File: src/rtl/mem_arbiter_pkg.sv
// Shared definitions for the two-master memory arbiter: FSM encodings,
// master index constants and the default abort read data.
package mem_arbiter_pkg;

  typedef enum logic [1:0] {
    IDLE = 2'd0,
    BUSY = 2'd1,
    DONE = 2'd2
  } state_t;

  localparam logic [31:0] DEFAULT_ERR_DATA = 32'hDEAD_BEEF;

  localparam logic M0 = 1'b0;
  localparam logic M1 = 1'b1;

endpackage

File: src/rtl/mem_arbiter_if.sv
// PicoRV32-style native valid/ready memory bus. The requester drives the
// request fields through the master modport; the responder uses slave.
interface mem_arbiter_if #(
  parameter int ADDR_W = 32
);
  logic              mem_valid;
  logic              mem_instr;
  logic [ADDR_W-1:0] mem_addr;
  logic [ADDR_W-1:0] mem_wdata;
  logic [3:0]        mem_wstrb;
  logic              mem_ready;
  logic [ADDR_W-1:0] mem_rdata;

  modport master (
    output mem_valid, mem_instr, mem_addr, mem_wdata, mem_wstrb,
    input  mem_ready, mem_rdata
  );

  modport slave (
    input  mem_valid, mem_instr, mem_addr, mem_wdata, mem_wstrb,
    output mem_ready, mem_rdata
  );
endinterface

File: src/rtl/mem_arbiter_rr_arbiter2.sv
// Combinational two-way round-robin picker: a lone requester wins outright,
// a tie goes to the master that was not granted last.
module rr_arbiter2
  import mem_arbiter_pkg::*;
(
  input  logic [1:0] req,
  input  logic       last_grant,
  output logic       grant,
  output logic       grant_valid
);

  always_comb begin
    // NOTE: every output gets a default before any branch, so no latch is inferred.
    grant_valid = |req;
    grant       = M0;
    if (req == 2'b11) begin
      grant = ~last_grant;
    end else if (req[1]) begin
      grant = M1;
    end
  end

endmodule

File: src/rtl/mem_arbiter.sv
// Shares one memory_driver port between two masters: round-robin selection,
// registered request hold, one-cycle ready pulse and a watchdog abort.
module mem_arbiter
  import mem_arbiter_pkg::*;
#(
  parameter int                ADDR_W   = 32,
  parameter int                TIMEOUT  = 64,
  parameter logic [ADDR_W-1:0] ERR_DATA = ADDR_W'(DEFAULT_ERR_DATA)
) (
  input  logic          clk,
  input  logic          resetn,
  mem_arbiter_if.slave  m0,
  mem_arbiter_if.slave  m1,
  mem_arbiter_if.master ram,
  output logic          timeout_err
);

  localparam int              WD_W    = $clog2(TIMEOUT);
  localparam logic [WD_W-1:0] WD_LAST = WD_W'(TIMEOUT - 1);

  state_t            state;
  logic              grant;
  logic              last_grant;
  logic [WD_W-1:0]   watchdog;
  logic [1:0]        req;
  logic              arb_grant;
  logic              arb_valid;
  logic              finish;
  logic [ADDR_W-1:0] resp_data;

  assign req = {m1.mem_valid, m0.mem_valid};

  rr_arbiter2 u_rr (
    .req         (req),
    .last_grant  (last_grant),
    .grant       (arb_grant),
    .grant_valid (arb_valid)
  );

  // A real completion beats the watchdog when both land on the same cycle.
  assign finish    = ram.mem_ready || (watchdog == WD_LAST);
  assign resp_data = ram.mem_ready ? ram.mem_rdata : ERR_DATA;

  always_ff @(posedge clk or negedge resetn) begin
    // NOTE: sequential state uses non-blocking assignments so every register samples pre-edge values.
    if (!resetn) begin
      state         <= IDLE;
      grant         <= M0;
      last_grant    <= M1;
      watchdog      <= '0;
      timeout_err   <= 1'b0;
      ram.mem_valid <= 1'b0;
      ram.mem_instr <= 1'b0;
      ram.mem_addr  <= '0;
      ram.mem_wdata <= '0;
      ram.mem_wstrb <= '0;
      m0.mem_ready  <= 1'b0;
      m0.mem_rdata  <= '0;
      m1.mem_ready  <= 1'b0;
      m1.mem_rdata  <= '0;
    end else begin
      case (state)
        IDLE: begin
          if (arb_valid) begin
            ram.mem_valid <= 1'b1;
            ram.mem_instr <= (arb_grant == M0) ? m0.mem_instr : m1.mem_instr;
            ram.mem_addr  <= (arb_grant == M0) ? m0.mem_addr  : m1.mem_addr;
            ram.mem_wdata <= (arb_grant == M0) ? m0.mem_wdata : m1.mem_wdata;
            ram.mem_wstrb <= (arb_grant == M0) ? m0.mem_wstrb : m1.mem_wstrb;
            grant         <= arb_grant;
            last_grant    <= arb_grant;
            watchdog      <= '0;
            state         <= BUSY;
          end
        end
        BUSY: begin
          watchdog <= watchdog + 1'b1;
          if (finish) begin
            if (grant == M0) begin
              m0.mem_ready <= 1'b1;
              m0.mem_rdata <= resp_data;
            end else begin
              m1.mem_ready <= 1'b1;
              m1.mem_rdata <= resp_data;
            end
            if (!ram.mem_ready) begin
              timeout_err <= 1'b1;
            end
            ram.mem_valid <= 1'b0;
            state         <= DONE;
          end
        end
        DONE: begin
          // Turnaround cycle: the served master drops valid before the next arbitration.
          m0.mem_ready <= 1'b0;
          m0.mem_rdata <= '0;
          m1.mem_ready <= 1'b0;
          m1.mem_rdata <= '0;
          state        <= IDLE;
        end
        default: state <= IDLE;
      endcase
    end
  end

endmodule

File: src/flat_wrapper.sv
// flat-port wrapper written by rule: the top's interface ports become plain ports
module mem_arbiter_flat import mem_arbiter_pkg::*;
#(
  parameter int                ADDR_W   = 32,
  parameter int                TIMEOUT  = 64,
  parameter logic [ADDR_W-1:0] ERR_DATA = ADDR_W'(DEFAULT_ERR_DATA)
)
  (clk, resetn, timeout_err, m0_mem_valid, m0_mem_instr, m0_mem_addr, m0_mem_wdata, m0_mem_wstrb, m0_mem_ready, m0_mem_rdata, m1_mem_valid, m1_mem_instr, m1_mem_addr, m1_mem_wdata, m1_mem_wstrb, m1_mem_ready, m1_mem_rdata, ram_mem_valid, ram_mem_instr, ram_mem_addr, ram_mem_wdata, ram_mem_wstrb, ram_mem_ready, ram_mem_rdata);
  mem_arbiter_if #(.ADDR_W(ADDR_W)) m0_i ();
  mem_arbiter_if #(.ADDR_W(ADDR_W)) m1_i ();
  mem_arbiter_if #(.ADDR_W(ADDR_W)) ram_i ();
  input  logic clk;
  input  logic resetn;
  output logic timeout_err;
  input wire logic [$bits(m0_i.mem_valid)-1:0] m0_mem_valid;
  input wire logic [$bits(m0_i.mem_instr)-1:0] m0_mem_instr;
  input wire logic [$bits(m0_i.mem_addr)-1:0] m0_mem_addr;
  input wire logic [$bits(m0_i.mem_wdata)-1:0] m0_mem_wdata;
  input wire logic [$bits(m0_i.mem_wstrb)-1:0] m0_mem_wstrb;
  output wire logic [$bits(m0_i.mem_ready)-1:0] m0_mem_ready;
  output wire logic [$bits(m0_i.mem_rdata)-1:0] m0_mem_rdata;
  input wire logic [$bits(m1_i.mem_valid)-1:0] m1_mem_valid;
  input wire logic [$bits(m1_i.mem_instr)-1:0] m1_mem_instr;
  input wire logic [$bits(m1_i.mem_addr)-1:0] m1_mem_addr;
  input wire logic [$bits(m1_i.mem_wdata)-1:0] m1_mem_wdata;
  input wire logic [$bits(m1_i.mem_wstrb)-1:0] m1_mem_wstrb;
  output wire logic [$bits(m1_i.mem_ready)-1:0] m1_mem_ready;
  output wire logic [$bits(m1_i.mem_rdata)-1:0] m1_mem_rdata;
  output wire logic [$bits(ram_i.mem_valid)-1:0] ram_mem_valid;
  output wire logic [$bits(ram_i.mem_instr)-1:0] ram_mem_instr;
  output wire logic [$bits(ram_i.mem_addr)-1:0] ram_mem_addr;
  output wire logic [$bits(ram_i.mem_wdata)-1:0] ram_mem_wdata;
  output wire logic [$bits(ram_i.mem_wstrb)-1:0] ram_mem_wstrb;
  input wire logic [$bits(ram_i.mem_ready)-1:0] ram_mem_ready;
  input wire logic [$bits(ram_i.mem_rdata)-1:0] ram_mem_rdata;
  assign m0_i.mem_valid = m0_mem_valid;
  assign m0_i.mem_instr = m0_mem_instr;
  assign m0_i.mem_addr = m0_mem_addr;
  assign m0_i.mem_wdata = m0_mem_wdata;
  assign m0_i.mem_wstrb = m0_mem_wstrb;
  assign m0_mem_ready = m0_i.mem_ready;
  assign m0_mem_rdata = m0_i.mem_rdata;
  assign m1_i.mem_valid = m1_mem_valid;
  assign m1_i.mem_instr = m1_mem_instr;
  assign m1_i.mem_addr = m1_mem_addr;
  assign m1_i.mem_wdata = m1_mem_wdata;
  assign m1_i.mem_wstrb = m1_mem_wstrb;
  assign m1_mem_ready = m1_i.mem_ready;
  assign m1_mem_rdata = m1_i.mem_rdata;
  assign ram_mem_valid = ram_i.mem_valid;
  assign ram_mem_instr = ram_i.mem_instr;
  assign ram_mem_addr = ram_i.mem_addr;
  assign ram_mem_wdata = ram_i.mem_wdata;
  assign ram_mem_wstrb = ram_i.mem_wstrb;
  assign ram_i.mem_ready = ram_mem_ready;
  assign ram_i.mem_rdata = ram_mem_rdata;
  mem_arbiter #(.ADDR_W(ADDR_W), .TIMEOUT(TIMEOUT), .ERR_DATA(ERR_DATA)) u_core (.clk(clk), .resetn(resetn), .m0(m0_i), .m1(m1_i), .ram(ram_i), .timeout_err(timeout_err));
endmodule
File: config.mk
export PLATFORM = sky130hd
export DESIGN_NAME = mem_arbiter_flat
export DESIGN_NICKNAME = d
export VERILOG_FILES = /design/src/rtl/mem_arbiter_pkg.sv /design/src/rtl/mem_arbiter_if.sv /design/src/rtl/mem_arbiter_rr_arbiter2.sv /design/src/rtl/mem_arbiter.sv /design/src/flat_wrapper.sv
export SDC_FILE = /design/constraint.sdc
export NUM_CORES = 1
export LEC_CHECK = 0
export CORE_UTILIZATION = 37
export CTS_CLUSTER_SIZE = 14
export DETAILED_ROUTE_END_ITERATION = 10
export GPL_ROUTABILITY_DRIVEN = 1
export GPL_TIMING_DRIVEN = 0
export HOLD_SLACK_MARGIN = 0.06
export PLACE_DENSITY = 0.76
export SLEW_MARGIN = 5
export SYNTH_ARGS = -nofsm -noshare
export SYNTH_HDL_FRONTEND = slang
export SYNTH_HIERARCHICAL = 1
export SYNTH_SLANG_ARGS = --single-unit
export TNS_END_PERCENT = 50
File: constraint.sdc
create_clock -name clk -period 1.9 [get_ports clk]
set_clock_uncertainty 0.1 [all_clocks]
set_input_delay 0.57 -clock clk [delete_from_list [all_inputs] [get_ports clk]]
set_output_delay 0.57 -clock clk [all_outputs]
set_load 0.05 [all_outputs]
==> metrics.txt <==
Die Ht=135 um; RSZ-0062 raised after global routing=yes; fraction of registers with async set/reset=100%; DP HPWL=16.6 mm; leakage=4.79 nW; largest net degree at the start of global routing=76; Routed WL per cell=19.0 um; CP delay by family, top=buffers and inverters; drt pass-1 iters=4; Final setup viols=0; EDFF count, synth=0; placed cells=1145; dpl cell area=9980 um2; H-tree depth=4; R2R depth=6; synthesized area per cell=10.8 um2; Routed WL=22.4 mm; warnings from Yosys=6; IO buf count=311; initial antenna violation count=1; Layout Cells excl Fill=1183; vias per cell=5.24; Multi-input gate area=2650 um2; Starting Density=37.9%; critical-path cell list=dlygate4sd2_1 > or2_1 > or3b_4 > buf_8 > clkbuf_1 > o21ai_0; fraction of layout cells with a size suffix above 1=24.3%; relative slew slack=52.6%; CP startpoint kind=input port; status=finished, final reports clean; clock-pin transition on the worst setup and hold timing paths=60 ps; FF-to-FF Start=u_core/watchdog[0]$_DFFE_PN0P_; fin crit share=98.2%; I/O pin count=312; fin. max-slew vios=0; CTS tree=built; FF+latch count, synth=147; # hold bufs at CTS=0; Worst Slack Setup Final=33.7 ps; utilization after layout=62.8%; total track usage=25.0%; final instance area=10900 um2; TNS Setup=0 ps; Reg2Reg Capture Point=u_core/m1.mem_rdata[3]$_DFFE_PN0P_; max incr delay on CP=380 ps; Crit. End Element=flop; gr ovfl total=0; synthesized area=6560 um2; die area=18300 um2; Final Critical Period=1870 ps; Via Count=6199; Worst Tran Pin Value=710 ps; vias in the first global route=6202; drc violations=0; maxcap violations=0; root buf cell=clkbuf_16; CTS Sinks=147; Clock Path Buffers=2; Power Total=20.7 mW; Cell variety after synth=38; fmax=536 MHz; Rows=48; Pwr Density=1910 nW/um2; Placer Congestion=0.837; setup slack at placement=-920 ps; syn nets=784; first-pass GRT wire length=34.4 mm; initial DRC count=298; grt met1 use=29.1%; area taken by flip-flops and latches=3680 um2; final hold vios=0; CP max-delay cell=clkbuf_1; CP max FO=10; number of nets in the layout=1120; critical setup path kind=in -> reg; Synth Instances=608; antenna-violating nets left=0; type of the most critical hold path=in -> async; CP required=2070 ps; Most used DFF post-synth=dfrtp_1; grt met3 use=6.51%; CP Buf/Inv Count=3; Core Box Area=17300 um2; Worst IR Drop VDD=1.11 mV; Chip Width=135 um; filler cell count=1445; CTS buffer count=17; M2 GR Usage=44.0%; Top Usage Layer GRT=met2; WP data arrival=2040 ps; WHS=68.1 ps; reg2reg setup slack=60 ps; latest clock arrival within the worst-skew pair=420 ps; area grow syn2layout=65.6%; register area share after synthesis=56.1%
## state kept, by name, indices dropped and copies added (netlist names), 2 cells and up
name                  cells
u_core/ram.mem_addr      32
u_core/ram.mem_wdata     32
u_core/ram.mem_wstrb      4
u_core/m0.mem_rdata      32
u_core/watchdog           6
u_core/state              2
u_core/m1.mem_rdata      32
## metal layers
layer / share of wire [%] / vias up
met4: 2.6 / 0
met2: 51 / 267
li1: - / 2877
met1: 39 / 3017
met3: 7.0 / 38
met5: 0 / -
## kinds of logic (layout without fill, tap and decap cells)
group | after synthesis | in the layout | synth area share, %
AO/OA/AOI/OAI | 177 | 177 | 18.3
adder cells (fa/ha/maj) | 1 | 1 | 0.191
buffers and inverters | 56 | 405 | 4.03
flip-flops | 147 | 147 | 56.1
multiplexers | 73 | 73 | 11.2
other | 0 | 1 | 0
AND/OR/NAND/NOR | 154 | 154 | 10.2
## cell type report
type | instances | share of cell area [%]
Sequential cell | 147 | 33.9
Timing Repair Buffer | 318 | 30.6
Multi-Input combinational cell | 405 | 24.4
Clock buffer | 20 | 4.11
Buffer | 52 | 3.25
Tap cell | 225 | 2.59
Clock inverter | 12 | 1.00
Inverter | 3 | 0.104
Antenna cell | 1 | 0.0230
## where the power goes
| group | internal [mW] | switching, mW |
|---|---|---|
| clock network | 1.83 | 1.34 |
| registers | 4.61 | 0.943 |
| logic | 3.98 | 7.98 |
## synth_stat cells, types with 2 or more instances
cell type	instances	area share, %
a211oi_1	24	2.7
a21oi_1	27	2.1
a221o_1	24	3.7
a22o_1	8	1.1
a31o_1	8	1.1
a32o_1	8	1.2
and4_1	3	0.40
and4b_1	2	0.31
buf_1	2	0.11
buf_2	25	1.9
buf_6	3	0.52
clkbuf_1	23	1.3
dfrtp_1	146	56
inv_1	3	0.17
mux2i_1	72	11
nand2_1	107	6.1
nand2b_1	2	0.19
nand3_1	2	0.15
nand4_1	3	0.29
nor2_1	25	1.4
nor3b_1	2	0.23
o21ai_0	60	4.6
o21ai_1	13	0.99
or3b_1	2	0.27
## worst max-delay path by stage
| stage | start | endpoint | slack, ps | depth (start not counted) |
|---|---|---|---|---|
| after floorplan | m1_mem_valid | u_core/ram.mem_addr[4]$_DFFE_PN0P_ | 50 | 7 |
| after global placement | resetn | u_core/ram.mem_wdata[29]$_DFFE_PN0P_ | -5830 | 1 |
| after detailed placement | m1_mem_valid | u_core/ram.mem_wdata[13]$_DFFE_PN0P_ | -920 | 6 |
| after CTS | ram_mem_ready | u_core/m1.mem_rdata[15]$_DFFE_PN0P_ | -120 | 6 |
| after global routing | m0_mem_valid | u_core/ram.mem_addr[28]$_DFFE_PN0P_ | -30 | 6 |
| final | m0_mem_valid | u_core/ram.mem_addr[28]$_DFFE_PN0P_ | 30 | 6 |
## worst reg2reg max path, delay by kind of cell (launching register included)
family                   cells  cell delay (ps)
AO/OA/AOI/OAI                2              450
flip-flops                   1              400
buffers and inverters        2              340
AND/OR/NAND/NOR              1              260
adder cells (fa/ha/maj)      1              230
## layout by cell type, fill, tap and decap left out, types with 2 or more instances in the layout
cell type | netlist | routed
nand4_1 | 3 | 3
dlygate4sd2_1 | 0 | 2
clkdlybuf4s15_2 | 0 | 119
nand3_1 | 2 | 2
clkinv_4 | 0 | 2
buf_8 | 0 | 2
inv_1 | 3 | 3
mux2i_1 | 72 | 72
buf_4 | 0 | 6
clkbuf_8 | 0 | 2
buf_2 | 25 | 28
o21ai_1 | 13 | 13
nand2b_1 | 2 | 2
o21ai_0 | 60 | 59
a22o_1 | 8 | 8
a221o_1 | 24 | 24
bufbuf_16 | 0 | 2
a31o_1 | 8 | 8
nor2_1 | 25 | 25
dfrtp_1 | 146 | 145
clkbuf_16 | 0 | 17
a21oi_1 | 27 | 27
buf_6 | 3 | 6
clkbuf_2 | 0 | 8
a32o_1 | 8 | 8
clkdlybuf4s50_1 | 0 | 170
clkinv_2 | 0 | 3
clkinvlp_4 | 0 | 5
and4_1 | 3 | 2
clkbuf_1 | 23 | 9
clkdlybuf4s18_2 | 0 | 6
clkbuf_4 | 0 | 9
a211oi_1 | 24 | 24
nand2_1 | 107 | 106
## repair_timing
| item | in CTS | in global routing |
|---|---|---|
| hold endpoints to repair | 0 | 0 |
| gates cloned | 2 | 0 |
| pin swaps | 1 | 1 |
| setup buffers | 1 | 3 |
| resized for setup | 457 | 48 |
| setup endpoints to repair | 274 | 95 |
(Power assumes the default switching activity.)
